[src/rtl/uart_tx_fifo_gen.sv]
// UART transmitter with an integrated transmit FIFO.
// Data width, FIFO depth and prescale width are set at elaboration; parity and stop bits are chosen per frame.
module uart_tx_fifo_gen #(
  parameter int unsigned DATA_BITS  = 8,
  parameter int unsigned FIFO_DEPTH = 16,
  parameter int unsigned PRESC_W    = 6,
  localparam int unsigned CW        = $clog2(FIFO_DEPTH + 1)
) (
  input  logic                 clk,
  input  logic                 rst,
  input  logic [DATA_BITS-1:0] in_data,
  input  logic                 in_valid,
  output logic                 in_ready,
  input  logic                 parity_en,
  input  logic                 parity_type,
  input  logic                 stop2,
  input  logic [PRESC_W-1:0]   prescale,
  output logic                 tx_out,
  output logic                 tx_busy,
  output logic                 tx_done,
  output logic [CW-1:0]        fifo_count
);

  localparam int unsigned AW = $clog2(FIFO_DEPTH);
  localparam int unsigned BW = (DATA_BITS > 1) ? $clog2(DATA_BITS) : 1;

  typedef enum logic [2:0] {IDLE, START, DATA, PARITY, STOP} state_t;

  state_t               state;
  logic [DATA_BITS-1:0] mem [FIFO_DEPTH];
  logic [AW-1:0]        wr_ptr, rd_ptr;
  logic [CW-1:0]        count;
  logic                 push, pop;
  logic [DATA_BITS-1:0] head;
  logic [PRESC_W-1:0]   p_eff, p_lat, timer;
  logic [BW-1:0]        bit_idx;
  logic [DATA_BITS-1:0] shreg;
  logic                 par_en_l, par_bit, stop2_l, stop_idx;
  logic                 bit_end, frame_end, out_bit;

  assign in_ready   = (count != CW'(FIFO_DEPTH));
  assign fifo_count = count;
  assign push       = in_valid && in_ready;
  assign head       = mem[rd_ptr];
  assign p_eff      = (prescale == '0) ? PRESC_W'(1) : prescale;
  assign bit_end    = (timer == p_lat - PRESC_W'(1));
  assign frame_end  = (state == STOP) && bit_end && (stop_idx == stop2_l);
  // A pop happens either from IDLE or on the final stop cycle, giving back-to-back frames.
  assign pop        = (count != '0) && ((state == IDLE) || frame_end);
  assign tx_busy    = (state != IDLE);

  always_comb begin
    out_bit = 1'b1;
    case (state)
      START:   out_bit = 1'b0;
      DATA:    out_bit = shreg[0];
      PARITY:  out_bit = par_bit;
      default: out_bit = 1'b1;
    endcase
  end

  always_ff @(posedge clk) begin
    if (push) mem[wr_ptr] <= in_data;
  end

  always_ff @(posedge clk) begin
    if (rst) begin
      wr_ptr <= '0;
      rd_ptr <= '0;
      count  <= '0;
    end else begin
      if (push) wr_ptr <= wr_ptr + AW'(1);
      if (pop)  rd_ptr <= rd_ptr + AW'(1);
      case ({push, pop})
        2'b10:   count <= count + CW'(1);
        2'b01:   count <= count - CW'(1);
        default: count <= count;
      endcase
    end
  end

  always_ff @(posedge clk) begin
    if (rst) begin
      state    <= IDLE;
      tx_out   <= 1'b1;
      tx_done  <= 1'b0;
      timer    <= '0;
      bit_idx  <= '0;
      shreg    <= '0;
      p_lat    <= PRESC_W'(1);
      par_en_l <= 1'b0;
      par_bit  <= 1'b0;
      stop2_l  <= 1'b0;
      stop_idx <= 1'b0;
    end else begin
      tx_out  <= out_bit;
      tx_done <= frame_end;
      if (pop) begin
        shreg    <= head;
        par_bit  <= (^head) ^ parity_type;
        par_en_l <= parity_en;
        stop2_l  <= stop2;
        p_lat    <= p_eff;
        timer    <= '0;
        bit_idx  <= '0;
        stop_idx <= 1'b0;
        state    <= START;
      end else if (state != IDLE) begin
        if (!bit_end) begin
          timer <= timer + PRESC_W'(1);
        end else begin
          timer <= '0;
          case (state)
            START: state <= DATA;
            DATA: begin
              shreg <= shreg >> 1;
              if (bit_idx == BW'(DATA_BITS - 1)) begin
                bit_idx <= '0;
                state   <= par_en_l ? PARITY : STOP;
              end else begin
                bit_idx <= bit_idx + BW'(1);
              end
            end
            PARITY: state <= STOP;
            STOP: begin
              if (stop_idx == stop2_l) state <= IDLE;
              else stop_idx <= 1'b1;
            end
            default: state <= IDLE;
          endcase
        end
      end
    end
  end

endmodule
[config.mk]
export PLATFORM = sky130hd
export DESIGN_NAME = uart_tx_fifo_gen
export DESIGN_NICKNAME = d
export VERILOG_FILES = /design/src/rtl/uart_tx_fifo_gen.sv
export SDC_FILE = /design/constraint.sdc
export NUM_CORES = 1
export LEC_CHECK = 0
export CORE_UTILIZATION = 60
export DETAILED_ROUTE_END_ITERATION = 10
export PLACE_DENSITY = 0.79
export SYNTH_ARGS = -nofsm -noshare
export SYNTH_HDL_FRONTEND = slang
export SYNTH_SLANG_ARGS = --single-unit
[constraint.sdc]
create_clock -name clk -period 4.9 [get_ports clk]
set_input_delay 1.47 -clock clk [delete_from_list [all_inputs] [get_ports clk]]
set_output_delay 1.47 -clock clk [all_outputs]
set_load 0.01 [all_outputs]
==> impl_metrics.tcl <==
set metrics [dict create \
    grt_pass1_wl_mm 22.4 \
    placementRows 40 \
    critPathKind "reg2reg" \
    cp_max_fo 25 \
    first_pass_iters 6 \
    clockBufferDepth 2 \
    crit_arrival_ns 4.40 \
    startpoint_type "flip-flop" \
    grt_max_degree 26 \
    numCtsBuffers 17 \
    groute.usage.overall_pct 24.4 \
    setup_violations 0 \
    hold_path_class "reg2reg" \
    max_cap_viol_count 0 \
    num-nets-final 576 \
    gr-total-overflow 0 \
    worst_pin_slew_ns 1.16 \
    syn_avg_cell_area_um2 14.3 \
    finalHoldViolCount 0 \
    status "completed" \
    synthDistinctLibCells 47 \
    io_buffers 28 \
    drc 0 \
    synthFlopType "edfxtp_1" \
    dr.first_iter.drc_count 355 \
    instances_no_fill 704 \
    clock.fmax_ghz 0.245 \
    fp.dieH_um 113 \
    leakage_nw 2.82 \
    vias_per_cell 6.10 \
    yosys.area.top_type_share_pct 51.9 \
    netlist.top_cell.by_area "edfxtp_1" \
    htree_levels 4 \
    pin_count 29 \
    synth_edf_count 128 \
    netlist_area_um2 7410 \
    end_kind "flip-flop" \
    numClockSinks 177 \
    synth-seq-area-share_pct 65.1 \
    clk_pin_slew_worst_paths_ns 0.07 \
    slew_violations 0 \
    root_buffer "clkbuf_16" \
    cellPowerDensity_nw_per_um2 560 \
    yosysWarnings 0 \
    maxSlewHeadroom_pct 22.9 \
    antennaDiodeCount 0 \
    core-area_um2 12000 \
    wire_per_inst_um 20.2 \
    post_cts_buffers 0 \
    cts_hold_buffers 0 \
    cts_tree "done" \
    layout_min_cycle_time_ns 4.08 \
    fin_tns_setup_ns 0 \
    drive_above_1_share_pct 14.5 \
    ys_seq_elements 177 \
    area_growth_pct 13.4 \
    dieArea_um2 12800 \
    clk_latency_ns 0.43 \
    rsz0062_at_grt "no" \
    via_count 4294 \
    start_util_pct 61.7 \
    place_congestion 0.891 \
    synth_fp_nets 552 \
    die_w_um 113 \
    wl_mm 14.2 \
    ctsResizeCount 0 \
    dp.cells 672 \
    vdd_drop_max_uv 401 \
    synthArstFlopShare_pct 0 \
    grt_antenna_before_repair 0 \
    synthCells 520 \
    worstPathRequired_ns 5.22 \
    grt_pass1_vias 4234 \
    worst_hold_slack_ns 0.456 \
    ant_nets 0 \
    place_hpwl_mm 9.26 \
    period_share_pct 83.3 \
    skew_ns 0.00915 \
    synth_area_leaders "edfxtp_1, dfxtp_1, mux4_2" \
]
==> metrics by stage <==
stage	power (mW)	util [%]	area, µm²	worst slack [ns]
2_1_floorplan	3.03	-	7410	1.18
3_3_place_gp	3.29	64.8	7790	0.963
3_5_place_dp	3.33	64.8	7790	0.866
4_1_cts	4.73	69.9	8400	0.812
5_1_grt	4.96	69.9	8400	0.434
6_report	4.71	69.9	8400	0.820
==> flip-flops by register name (all words and copies together), names as in the netlist, 3 cells and up, named ones only <==
signal and count:
shreg 8, wr_ptr 4, mem 128, rd_ptr 4, fifo_count 5, timer 6, state 3, p_lat 6
bit_idx 3
==> path summary, 6_finish.rpt <==
path         slack (ns)             to  startpoint  depth (start not counted)
max                0.82  fifo_count[4]    p_lat[0]                         16
min                0.46       shreg[1]    shreg[1]                          2
max reg2reg        0.82  fifo_count[4]    p_lat[0]                         16
min reg2reg        0.46       shreg[1]    shreg[1]                          2
==> worst max-delay path, cell delays in order (launching register included) <==
cell	delay, ns
dfxtp_1	0.40
inv_1	0.07
ha_1	0.25
xor2_1	0.15
o2111ai_1	0.18
o21ai_0	0.16
o41a_1	0.51
or2_1	0.49
clkinv_8	0.22
ha_1	0.36
xor2_1	0.20
ha_1	0.21
o21ai_0	0.08
nand2_1	0.08
a21oi_1	0.04
a211oi_2	0.23
mux2_4	0.31
==> synth_stat cells, drive strengths merged, types with 2 or more instances <==
cell    count
o21ai       7
xnor2      13
nand2b      6
xor2       18
nand3b      3
a21o        2
nor2       58
nand4       3
a22oi      11
nor2b       4
or3         2
dfxtp      49
nand3      13
or4         3
mux4       36
ha         12
a211oi      2
nor3       12
buf        11
a21oi      31
nand2      48
inv         8
edfxtp    128
mux2i       5
clkbuf     19
==> cells in the final DEF, fill, tap and decap left out, types with 4 or more instances in the layout <==
cell type        count
nand2b_1             6
a21oi_1             31
dfxtp_1             48
xor2_1              18
nand2_1             48
mux4_2              36
inv_6                4
buf_4                7
nand3_1             13
mux2i_1              5
inv_1                8
clkdlybuf4s50_1     28
inv_8                4
edfxtp_1           128
clkbuf_16           17
nor3_1              11
ha_1                12
nor2_1              57
xnor2_1             13
a22oi_1             11
nor2b_1              4
o21ai_0              7
==> cell type report <==
cell class / instances / area [µm²]
Multi-Input combinational cell: 304 / 2400
Inverter: 9 / 46.3
Fill cell: 826 / 3610
Tap cell: 147 / 184
Timing Repair Buffer: 35 / 333
Clock buffer: 17 / 425
Sequential cell: 177 / 4830
Clock inverter: 15 / 188
==> layer usage <==
metal | track usage, % | vias to the layer above | wire (µm)
met1 | 30.4 | 2129 | 5780
met2 | 39.8 | 146 | 7290
met5 | 0 | - | 0
met4 | 10.9 | 0 | 361
met3 | 7.07 | 25 | 760
li1 | - | 1994 | -
==> cells by family after synthesis <==
| group | after synthesis | synth area share [%] |
|---|---|---|
| flip-flops | 177 | 65.1 |
| AND/OR/NAND/NOR | 157 | 9.51 |
| AO/OA/AOI/OAI | 61 | 5.07 |
| multiplexers | 42 | 11.8 |
| buffers and inverters | 39 | 2.52 |
| XOR/XNOR | 32 | 3.97 |
| adder cells (fa/ha/maj) | 12 | 2.03 |
==> report_power, final <==
| part | leakage [nW] | switching, mW | internal, mW |
|---|---|---|---|
| sequential | 1.56 | 0.182 | 1.74 |
| combinational | 0.959 | 0.727 | 0.661 |
| clock | 0.303 | 0.626 | 0.777 |
| total | 2.82 | 1.53 | 3.17 |
(Power assumes the default switching activity.)
